$ cat config.mk
export PLATFORM = sky130hd
export DESIGN_NAME = id_ex_stage
export DESIGN_NICKNAME = d
export VERILOG_FILES = /design/src/rtl/ex_pkg.sv /design/src/rtl/hazard_detect.sv /design/src/rtl/id_ex_stage.sv
export SDC_FILE = /design/constraint.sdc
export NUM_CORES = 1
export LEC_CHECK = 0
export ABC_AREA = 1
export CAP_MARGIN = 20
export CELL_PAD_IN_SITES_DETAIL_PLACEMENT = 0
export CELL_PAD_IN_SITES_GLOBAL_PLACEMENT = 1
export CORE_MARGIN = 10
export CORE_UTILIZATION = 27
export DETAILED_ROUTE_END_ITERATION = 16
export GPL_ROUTABILITY_DRIVEN = 1
export PLACE_DENSITY_LB_ADDON = 0.1
export SETUP_SLACK_MARGIN = 0.02
export SYNTH_ARGS = -nofsm -noshare
export SYNTH_HDL_FRONTEND = slang
export SYNTH_HIERARCHICAL = 1
export SYNTH_SLANG_ARGS = --single-unit
$ cat constraint.sdc
create_clock -name Clk -period 1.98 [get_ports Clk]
set_clock_uncertainty 0.05 [all_clocks]
set_input_delay 0.396 -clock Clk [delete_from_list [all_inputs] [get_ports Clk]]
set_output_delay 0.396 -clock Clk [all_outputs]
set_load 0.005 [all_outputs]
$ cat src/rtl/ex_pkg.sv
// Shared types for the ID/EX stage: ALU operation codes, forward selects,
// the ID/EX pipeline register layout and the source-match helper.
package ex_pkg;

  localparam logic [4:0] ALU_ADD = 5'b00000;
  localparam logic [4:0] ALU_SUB = 5'b00001;
  localparam logic [4:0] ALU_MUL = 5'b00010;
  localparam logic [4:0] ALU_AND = 5'b00011;
  localparam logic [4:0] ALU_OR  = 5'b00100;
  localparam logic [4:0] ALU_NOR = 5'b00101;
  localparam logic [4:0] ALU_XOR = 5'b00110;
  localparam logic [4:0] ALU_SLL = 5'b00111;
  localparam logic [4:0] ALU_SRL = 5'b01000;
  localparam logic [4:0] ALU_SLT = 5'b01001;

  typedef enum logic [1:0] {
    FWD_REG   = 2'd0,
    FWD_EXMEM = 2'd1,
    FWD_MEMWB = 2'd2
  } fwd_sel_e;

  typedef struct packed {
    logic        valid;
    logic [4:0]  alu_ctrl;
    logic [31:0] rd1;
    logic [31:0] rd2;
    logic [31:0] imm;
    logic [4:0]  rs;
    logic [4:0]  rt;
    logic        alusrc;
    logic [4:0]  writereg;
    logic        regwrite;
    logic        memread;
    logic        memwrite;
    logic        memtoreg;
  } idex_t;

  // Register 0 is hard-wired, so a write to it never creates a dependency.
  function automatic logic reg_match(input logic en, input logic [4:0] src,
                                     input logic [4:0] dst);
    return en && (dst != 5'd0) && (src == dst);
  endfunction

endpackage

$ cat src/rtl/hazard_detect.sv
// Combinational hazard and forwarding control for the ID/EX stage.
// Forwarding is enabled by defining ID_EX_FORWARDING_EN.
module hazard_detect
  import ex_pkg::*;
(
  input  logic       reset,
  input  logic       flush,
  input  logic       id_valid,
  input  logic       id_uses_rs,
  input  logic       id_uses_rt,
  input  logic [4:0] id_rs,
  input  logic [4:0] id_rt,
  input  logic       ex_valid,
  input  logic       ex_memread,
  input  logic       ex_regwrite,
  input  logic [4:0] ex_writereg,
  input  logic [4:0] ex_rs,
  input  logic [4:0] ex_rt,
  input  logic       exmem_regwrite,
  input  logic [4:0] exmem_writereg,
  input  logic       memwb_regwrite,
  input  logic [4:0] memwb_writereg,
  output logic       stall,
  output fwd_sel_e   fwd_a,
  output fwd_sel_e   fwd_b
);

  logic load_use_s;
  logic raw_s;

  assign load_use_s = ex_valid && ex_memread &&
                      (reg_match(id_uses_rs, id_rs, ex_writereg) ||
                       reg_match(id_uses_rt, id_rt, ex_writereg));

`ifdef ID_EX_FORWARDING_EN
  assign raw_s = 1'b0;

  // Pick the youngest producer of each EX source; EX/MEM beats MEM/WB.
  always_comb begin
    fwd_a = FWD_REG;
    fwd_b = FWD_REG;
    if (reg_match(exmem_regwrite, ex_rs, exmem_writereg)) begin
      fwd_a = FWD_EXMEM;
    end else if (reg_match(memwb_regwrite, ex_rs, memwb_writereg)) begin
      fwd_a = FWD_MEMWB;
    end else begin
      fwd_a = FWD_REG;
    end
    if (reg_match(exmem_regwrite, ex_rt, exmem_writereg)) begin
      fwd_b = FWD_EXMEM;
    end else if (reg_match(memwb_regwrite, ex_rt, memwb_writereg)) begin
      fwd_b = FWD_MEMWB;
    end else begin
      fwd_b = FWD_REG;
    end
  end
`else
  logic unused_fwd_s;

  // Without bypass paths every in-flight producer in EX or EX/MEM must drain.
  assign raw_s = (ex_valid && ex_regwrite &&
                  (reg_match(id_uses_rs, id_rs, ex_writereg) ||
                   reg_match(id_uses_rt, id_rt, ex_writereg))) ||
                 (reg_match(id_uses_rs, id_rs, exmem_writereg) && exmem_regwrite) ||
                 (reg_match(id_uses_rt, id_rt, exmem_writereg) && exmem_regwrite);
  assign fwd_a = FWD_REG;
  assign fwd_b = FWD_REG;
  assign unused_fwd_s = ^{memwb_regwrite, memwb_writereg, ex_rs, ex_rt};
`endif

  assign stall = (load_use_s || raw_s) && id_valid && !flush && !reset;

endmodule

$ cat src/rtl/id_ex_stage.sv
// ID/EX pipeline register with bubble insertion and ALU operand muxes.
// Optional operand forwarding is selected with ID_EX_FORWARDING_EN.
module id_ex_stage
  import ex_pkg::*;
(
  input  logic        Clk,
  input  logic        Reset,
  input  logic        Flush,
  input  logic        ID_Valid,
  input  logic [4:0]  ID_ALUControl,
  input  logic [31:0] ID_ReadData1,
  input  logic [31:0] ID_ReadData2,
  input  logic [31:0] ID_Imm,
  input  logic [4:0]  ID_Rs,
  input  logic [4:0]  ID_Rt,
  input  logic [4:0]  ID_Rd,
  input  logic        ID_UsesRs,
  input  logic        ID_UsesRt,
  input  logic        ID_ALUSrc,
  input  logic        ID_RegDst,
  input  logic        ID_RegWrite,
  input  logic        ID_MemRead,
  input  logic        ID_MemWrite,
  input  logic        ID_MemToReg,
  input  logic        EXMEM_RegWrite,
  input  logic [4:0]  EXMEM_WriteReg,
  input  logic [31:0] EXMEM_ALUResult,
  input  logic        MEMWB_RegWrite,
  input  logic [4:0]  MEMWB_WriteReg,
  input  logic [31:0] MEMWB_WriteData,
  output logic        Stall,
  output logic        EX_Valid,
  output logic [4:0]  EX_ALUControl,
  output logic [31:0] EX_A,
  output logic [31:0] EX_B,
  output logic [31:0] EX_StoreData,
  output logic [4:0]  EX_WriteReg,
  output logic        EX_RegWrite,
  output logic        EX_MemRead,
  output logic        EX_MemWrite,
  output logic        EX_MemToReg
);

  idex_t    ex_r;
  idex_t    id_s;
  fwd_sel_e fwd_a_s;
  fwd_sel_e fwd_b_s;
  logic [31:0] a_val_s;
  logic [31:0] b_val_s;

  hazard_detect u_hazard (
    .reset          (Reset),
    .flush          (Flush),
    .id_valid       (ID_Valid),
    .id_uses_rs     (ID_UsesRs),
    .id_uses_rt     (ID_UsesRt),
    .id_rs          (ID_Rs),
    .id_rt          (ID_Rt),
    .ex_valid       (ex_r.valid),
    .ex_memread     (ex_r.memread),
    .ex_regwrite    (ex_r.regwrite),
    .ex_writereg    (ex_r.writereg),
    .ex_rs          (ex_r.rs),
    .ex_rt          (ex_r.rt),
    .exmem_regwrite (EXMEM_RegWrite),
    .exmem_writereg (EXMEM_WriteReg),
    .memwb_regwrite (MEMWB_RegWrite),
    .memwb_writereg (MEMWB_WriteReg),
    .stall          (Stall),
    .fwd_a          (fwd_a_s),
    .fwd_b          (fwd_b_s)
  );

  // Pack the decoded ID fields into the pipeline-register layout.
  always_comb begin
    id_s          = '0;
    id_s.valid    = 1'b1;
    id_s.alu_ctrl = ID_ALUControl;
    id_s.rd1      = ID_ReadData1;
    id_s.rd2      = ID_ReadData2;
    id_s.imm      = ID_Imm;
    id_s.rs       = ID_Rs;
    id_s.rt       = ID_Rt;
    id_s.alusrc   = ID_ALUSrc;
    id_s.writereg = ID_RegDst ? ID_Rd : ID_Rt;
    id_s.regwrite = ID_RegWrite;
    id_s.memread  = ID_MemRead;
    id_s.memwrite = ID_MemWrite;
    id_s.memtoreg = ID_MemToReg;
  end

  // ID/EX register: reset, bubble, or capture; a bubble is all-zero.
  always_ff @(posedge Clk) begin
    if (Reset) begin
      ex_r <= '0;
    end else if (Flush || Stall || !ID_Valid) begin
      ex_r <= '0;
    end else begin
      ex_r <= id_s;
    end
  end

  // Operand A source mux.
  always_comb begin
    case (fwd_a_s)
      FWD_EXMEM: a_val_s = EXMEM_ALUResult;
      FWD_MEMWB: a_val_s = MEMWB_WriteData;
      default:   a_val_s = ex_r.rd1;
    endcase
  end

  // Operand rt source mux, shared by EX_B and the store data path.
  always_comb begin
    case (fwd_b_s)
      FWD_EXMEM: b_val_s = EXMEM_ALUResult;
      FWD_MEMWB: b_val_s = MEMWB_WriteData;
      default:   b_val_s = ex_r.rd2;
    endcase
  end

  assign EX_A          = a_val_s;
  assign EX_B          = ex_r.alusrc ? ex_r.imm : b_val_s;
  assign EX_StoreData  = b_val_s;
  assign EX_Valid      = ex_r.valid;
  assign EX_ALUControl = ex_r.alu_ctrl;
  assign EX_WriteReg   = ex_r.writereg;
  assign EX_RegWrite   = ex_r.regwrite;
  assign EX_MemRead    = ex_r.memread;
  assign EX_MemWrite   = ex_r.memwrite;
  assign EX_MemToReg   = ex_r.memtoreg;

endmodule

**Yosys cells after proc, flatten, opt, wreduce, memory -nomap -nowiden**

Cells that the tools add are included.

- Register bits after elaboration: 112
- Input port bits: 204
- Output and inout bits: 112
- Logic and storage cells: 47

- Equality and inequality tests: 4
- Muxes and demuxes: 3
- Reduce and logical (&&, ||, !) cells: 29

Operators with widths:

| operator | count |
|---|---|
| 2-to-1 mux 122 bit | 1 |
| 2-to-1 mux 32 bit | 1 |
| equality test 5 bit | 4 |
| logical AND 1 bit | 17 |
| nonzero test 5 bit | 2 |
| logical OR 1 bit | 6 |
| 2-to-1 mux 5 bit | 1 |
| logical NOT 1 bit | 3 |
| OR reduction 2 bit | 1 |

**Depth between registers and ports, before layout**

- Depth in word-level cells: 14
- Depth in mapped cells: 13
- Mapped depth without buffers: 11

**Hierarchy**

The synthesis kept the hierarchy.

By module, submodules not included:

| module | times used | cells each | area an instance (um^2) | sequential area each (um^2) |
|---|---|---|---|---|
| id_ex_stage | 1 | 858 | 5846.9 | 2442.3 |
| hazard_detect | 1 | 112 | 459.2 | 0.0 |

**Worst setup path before layout**

Ideal clock, no wire load.

- Path type: in2reg
- Start point: input ID_Rt[2]
- End point: register ex_r (netlist bit EX_Valid)
- Library setup time: 0.114 ns
- Arrival: 1.476 ns
- Data required time: 1.816 ns
- Setup slack: 0.340 ns
- Stages on the path: 13
- Path buffers: 2
- Cells stage by stage: inv_1 nand2_1 nand2_1 nor2_1 nand3_1 nand2_1 nand2_1 a21oi_2 nor2_1 nand2_1 buf_6 buf_6 inv_1

- Cells in the longest elaborated chain, start to end: 13
- Elaborated cells on any way between the ends: 17
- Classes of those cells: eq/ne (2); mux (1); reduce/logical (14)

Ends and longest elaborated chain:

| element | line | text |
|---|---|---|
| from (decl) | id_ex_stage.sv:15 | `input logic [4:0] ID_Rt,` |
| equality test 5 bit | ex_pkg.sv:41 | `return en && (dst != 5'd0) && (src == dst);` |
| logical AND 1 bit | ex_pkg.sv:41 |  |
| logical OR 1 bit | hazard_detect.sv:32, hazard_detect.sv:62 |  |
| logical AND 1 bit | hazard_detect.sv:61 | `assign raw_s = (ex_valid && ex_regwrite &&` |
| logical OR 1 bit | hazard_detect.sv:63 | `reg_match(id_uses_rt, id_rt, ex_writereg))) \|\|` |
| logical OR 1 bit | hazard_detect.sv:64 | `(reg_match(id_uses_rs, id_rs, exmem_writereg) && exmem_regwrite) \|\|` |
| logical OR 1 bit * | hazard_detect.sv:71 | `assign stall = (load_use_s \|\| raw_s) && id_valid && !flush && !reset;` |
| logical AND 1 bit * (3 in a row) | hazard_detect.sv:71 |  |
| net Stall | id_ex_stage.sv:31 | `output logic Stall,` |
| logical OR 1 bit * (2 in a row) | id_ex_stage.sv:96 | `end else if (Flush \|\| Stall \|\| !ID_Valid) begin` |
| 2-to-1 mux 122 bit * | id_ex_stage.sv:96 |  |
| to (signal assigned) | id_ex_stage.sv:99 | `ex_r <= id_s;` |
| to (decl) | id_ex_stage.sv:44 | `idex_t ex_r;` |

The timed path passes the listed nets; every way through them passes the cells marked *.
A chain may end at the register's enable or synchronous reset.

**Worst setup path after layout**

- Start point: input ID_UsesRs
- End point: output Stall

- Cells in the longest elaborated chain, start to end: 10
- Elaborated cells on any way between the ends: 14
- Classes of those cells: reduce/logical (14)

Ends and longest elaborated chain:

| element | line | text |
|---|---|---|
| from (decl) | id_ex_stage.sv:17 | `input logic ID_UsesRs,` |
| logical AND 1 bit (2 in a row) | ex_pkg.sv:41 |  |
| logical OR 1 bit | hazard_detect.sv:32, hazard_detect.sv:62 |  |
| logical AND 1 bit | hazard_detect.sv:61 |  |
| logical OR 1 bit | hazard_detect.sv:63 |  |
| logical OR 1 bit | hazard_detect.sv:64 |  |
| logical OR 1 bit * | hazard_detect.sv:71 |  |
| logical AND 1 bit * (3 in a row) | hazard_detect.sv:71 |  |
| to (decl) | id_ex_stage.sv:31 |  |

Every way passes the cells marked *; elsewhere a longest branch is shown, timed or not.

==> out/metrics.csv <==
stage,metric,value,unit
clocking,root buffer cell,clkbuf_16,
route,Residual DRC,0,
critical_path,Crit Path Max Fanout,2,
floorplan,Placeable Area,0.0219,mm^2
clocking,hold buffer count at cts,0,
timing,Fin. Hold Viols,0,
flow_run,MaxCap Viol Count,0,
synth,synth warn,6,
final_layout,fin nets,1454,
route,initial DRC count,297,
placement,"Cell Area, Placed",0.00951,mm^2
global_route,via count of the first global-routing pass,6552,
final_layout,Finished Core Util,45.7,%
floorplan,Die Footprint,0.0287,mm^2
route,DR pass1 iterations,4,
clocking,CTS tree,built,
global_route,Total GRT Usage,17.4,%
final_layout,fin area,0.00999,mm^2
route,total number of vias,6438,
placement,GP Congestion,0.813,
power_and_ir_drop,LEAKAGE,4.74,nW
placement,HPWL after detailed placement,19.3,mm
route,vias per cell,4.20,
clocking,clock latency on the worst-skew pair,0.35,ns
route,average wire per standard cell,16.8,um
floorplan,io pins,316,
global_route,initial antenna violation count,4,
final_layout,fin cells,1534,
global_route,first-pass GRT wire length,38.6,mm
floorplan,Initial Util,27.5,%
critical_path,"Req. time, crit path",1.53,ns
clocking,cts bufs inserted,9,
floorplan,# rows,54,
floorplan,chip width,169,um
power_and_ir_drop,pwr/cell area,612,mW/mm^2
final_layout,Area Growth Syn to Fin,65.7,%
timing,min cycle time layout,1.98,ns
timing,final slew viol count,0,
final_layout,share of post-route cells with drive strength above 1,16.8,%
route,post-route ant nets,0,
final_layout,"commonest non-fill, non-tap cell in the layout",clkdlybuf4s50_1,
clocking,clock buffer depth,2,
critical_path,crit path launch type,primary input,
route,final WL,25.8,mm
synth,syn_area_per_cell,6.42,um^2
synth,Syn Inst Count,940,
worst_hold_path,hold crit path type,primary input to flip-flop,
critical_path,WP data arrival,1.53,ns
timing,Max Fclk,0.505,GHz
timing,Tcrit/Tclk final,99.9,%
outcome,run status,finished clean,
final_layout,"commonest cells after routing, fill and taps aside","255 x clkdlybuf4s50_1, 249 x nand2_1, 160 x inv_1, 106 x dfxtp_1, 82 x nor2_2",
placement,Port Buffer Count,309,
power_and_ir_drop,Max VDD drop,0.392,mV
placement,Post-Place Cells,1508,
critical_path,kind of critical path,primary input to output pin,
synth,Post-Syn Area,0.00603,mm^2
final_layout,# fillers,2350,
floorplan,chip height,169,um
placement,dpl ws,-0.623,ns
global_route,largest net degree at the start of global routing,34,
timing,RSZ-0062 raised after global routing,yes,
timing,# setup viols final,0,
critical_path,Setup crit end kind,output pin,
clocking,clock sink count,112,
clocking,clock-pin slew on the worst setup and hold paths,0.07,ns
clocking,H-tree lvl count,3,
timing,post-layout worst setup margin,0.00165,ns
global_route,grt total ovfl,0,
[power breakdown]
group / leakage [nW] / internal [mW] / total [mW] / switching (mW)
clock network: 0.149 / 1.06 / 1.91 / 0.853
logic: 3.67 / 1.04 / 1.88 / 0.846
registers: 0.915 / 2.31 / 2.33 / 0.0175
total: 4.74 / 4.40 / 6.12 / 1.72
[worst max-delay path: stages]
cell and delay [ns]:
clkdlybuf4s50_1 0.48, nand2_1 0.06, nor2_1 0.10, nand3_1 0.08, nand2_1 0.08, nand2_1 0.06
a21oi_2 0.14, buf_2 0.14
[final timing paths]
path,from,endpoint,cells after the start,slack (ns)
min reg2reg,EX_WriteReg[4],ex_r[70],9,1.13
max,ID_UsesRs,Stall,8,0.002
min,ID_Rt[2],EX_WriteReg[2],3,0.41
max reg2reg,EX_WriteReg[1],EX_WriteReg[3],12,0.17
[what timing repair did]
item                                    CTS  global route
endpoints found under the setup margin  112           139
hold endpoints to repair                  0             0
resized for setup                       109            77
buffers inserted                          4             1
pin swaps                                 1            25
cloned                                    2             0
[state kept, by name (all words and copies together), names as in the netlist]
signal / cells
EX_ALUControl: 5
EX_MemRead: 1
EX_MemToReg: 1
EX_MemWrite: 1
EX_RegWrite: 1
EX_Valid: 1
EX_WriteReg: 5
ex_r: 97
[area by class of cell]
type                            count  area [um^2]  share of cell area (%)
Timing Repair Buffer              352         3530                    35.4
Clock buffer                       12          256                    2.57
Tap cell                          280          350                    3.51
Inverter                          169          638                    6.39
Multi-Input combinational cell    602         2900                    29.0
Clock inverter                      4         51.3                   0.513
Sequential cell                   112         2260                    22.6
Antenna cell                        3         7.51                  0.0751
[layer usage]
layer  track usage [%]  share of wire [%]  vias to the layer above
li1                  -                  -                     3370
met1              19.1                 40                     2844
met2              30.1                 48                      206
met3              7.69                 10                       16
met4              4.24                1.2                        2
met5                 0              0.050                        -
[metrics by stage]
| stage | hold slack, ns | power [mW] | setup TNS [ns] |
|---|---|---|---|
| after floorplan | 0.458 | 3.12 | 0 |
| after global placement | 0.871 | 4.20 | -39.38 |
| after detailed placement | 0.866 | 4.19 | -40.66 |
| after CTS | 0.395 | 6.08 | -0.130 |
| after global routing | 0.432 | 6.48 | -0.229 |
| final | 0.406 | 6.12 | 0 |
Power figures use the tool's default switching activity.
==> RTL change: new RTL, config.mk and constraints unchanged <==
Register the output `EX_StoreData`, cleared by the reset; this adds one clock of latency there. The other outputs are not delayed to match.
--- a/src/rtl/id_ex_stage.sv
+++ b/src/rtl/id_ex_stage.sv
@@ -120,7 +120,13 @@
 
   assign EX_A          = a_val_s;
   assign EX_B          = ex_r.alusrc ? ex_r.imm : b_val_s;
-  assign EX_StoreData  = b_val_s;
+  always_ff @(posedge Clk) begin
+    if (Reset) begin
+      EX_StoreData <= '0;
+    end else begin
+      EX_StoreData <= b_val_s;
+    end
+  end
   assign EX_Valid      = ex_r.valid;
   assign EX_ALUControl = ex_r.alu_ctrl;
   assign EX_WriteReg   = ex_r.writereg;
Function: changed (a bounded check fails within 4 cycles, from zero or initial values and one cycle with Reset high).
==> RTL change against the unedited design <==
Sequential cell count increased by 32. The flow now finishes with violations (negative setup slack). Synthesized area up 19%. First-iteration DRC count down 11%. Sequential power is 31% higher. Routed wire length up 11%. Final area is 12% higher. Cell count up 7.3%. Power rose by 40%. Worst setup slack worse by 0.0097 ns.
==> RTL change: results (changes against the unedited design) <==
Setup Total Neg Slack = -0.00800 ns (-0.00800 ns)
routed wl met3 = 2580 um (about the same)
Setup Viol. Count Final = 1 (+1)
run status = complete, but fails checks
Inst Count DP = 1,608 (+6.6%)
Max IR drop VDD = 509 uV (+30%)
wire length reported by the detailed router = 28,700 um (+11%)
launch point of the worst reg-to-reg path = EX_WriteReg[3]
endpoint of the worst-slack reg-to-reg timing path = EX_WriteReg[2]
met2 Usage GRT = 0.276 (-0.0250)
total global routing track utilization = 0.165 (-0.00886)
DPL Wire Length = 20,300 um (+5.3%)
detailed-routing wirelength on met1 = 12,200 um (+17%)
pre-CTS setup slack = -0.599 ns (+0.0239 ns)
via count of the first global-routing pass = 6,911 (+5.5%)
top fanout value on the critical path = 4 (+2)
GRT met1 Usage = 0.192 (+0.000961)
Worst Hold Margin = 0.276 ns (-0.130 ns)
initial antenna violation count = 5 (+1)
failing checks = negative setup slack
clock insertion delay at the later pin of the skew report = 0.42 ns (+0.07 ns)
final RePlAce weighted congestion = 0.770 (-5.3%)
fraction of final layout cells sized beyond drive strength 1 = 0.144 (-0.0242)
Worst Setup Slack, final = -0.00800 ns (-0.00965 ns)
H-tree depth = 4 (+1)
cell area after placement = 10,400 sq um (+9.7%)
wire length of the first global-routing pass = 42,200 um (+9.4%)
nets@finish = 1,506 (+3.6%)
==> RTL change: layout make-up <==
cell class / count / area (sq um)
antenna: 2 / 5.00
clock buffer: 17 / 425
clock inverter: 13 / 235
fill: 2740 / 14900
inverter: 169 / 649
multi-input combinational: 634 / 3250
sequential: 144 / 2900
tap: 335 / 419
timing repair buffer: 332 / 3320
==> RTL change: worst min path at each step <==
stage / cells after the start / endpoint / startpoint
CTS: 3 / EX_WriteReg[0] / ID_Rt[0]
global route: 3 / EX_WriteReg[2] / ID_Rt[2]
global placement: 4 / EX_StoreData[5] / ex_r[57]
finish: 3 / EX_WriteReg[2] / ID_Rt[2]
floorplan: 4 / EX_StoreData[0] / ex_r[52]
detailed placement: 4 / EX_StoreData[27] / ex_r[79]
==> RTL change: worst max-delay path: stages, from the launching register on <==
cell,delay [ns]
sky130_fd_sc_hd__dfxtp_4,0.39
sky130_fd_sc_hd__inv_4,0.05
sky130_fd_sc_hd__nand2_2,0.05
sky130_fd_sc_hd__nand2_2,0.05
sky130_fd_sc_hd__nor2_2,0.10
sky130_fd_sc_hd__nand3_1,0.09
sky130_fd_sc_hd__nand2_1,0.07
sky130_fd_sc_hd__nand2_1,0.06
sky130_fd_sc_hd__a21oi_2,0.12
sky130_fd_sc_hd__buf_2,0.14
==> RTL change: timing repair <==
| item | 4_1_cts | 5_1_grt |
|---|---|---|
| setup endpoints to repair | 37 | 136 |
| endpoints found under the hold margin | 0 | 0 |
| gates resized for setup | 68 | 91 |
| setup buffers | 1 | 1 |
| hold buffers | 0 | 0 |
| pin swaps | 0 | 8 |
| gates cloned | 2 | 2 |
==> RTL change: power by group <==
| group | switching (mW) | internal [mW] |
|---|---|---|
| Sequential | 0.0348 | 3.01 |
| Clock | 1.32 | 2.36 |
| Combinational | 0.906 | 0.933 |
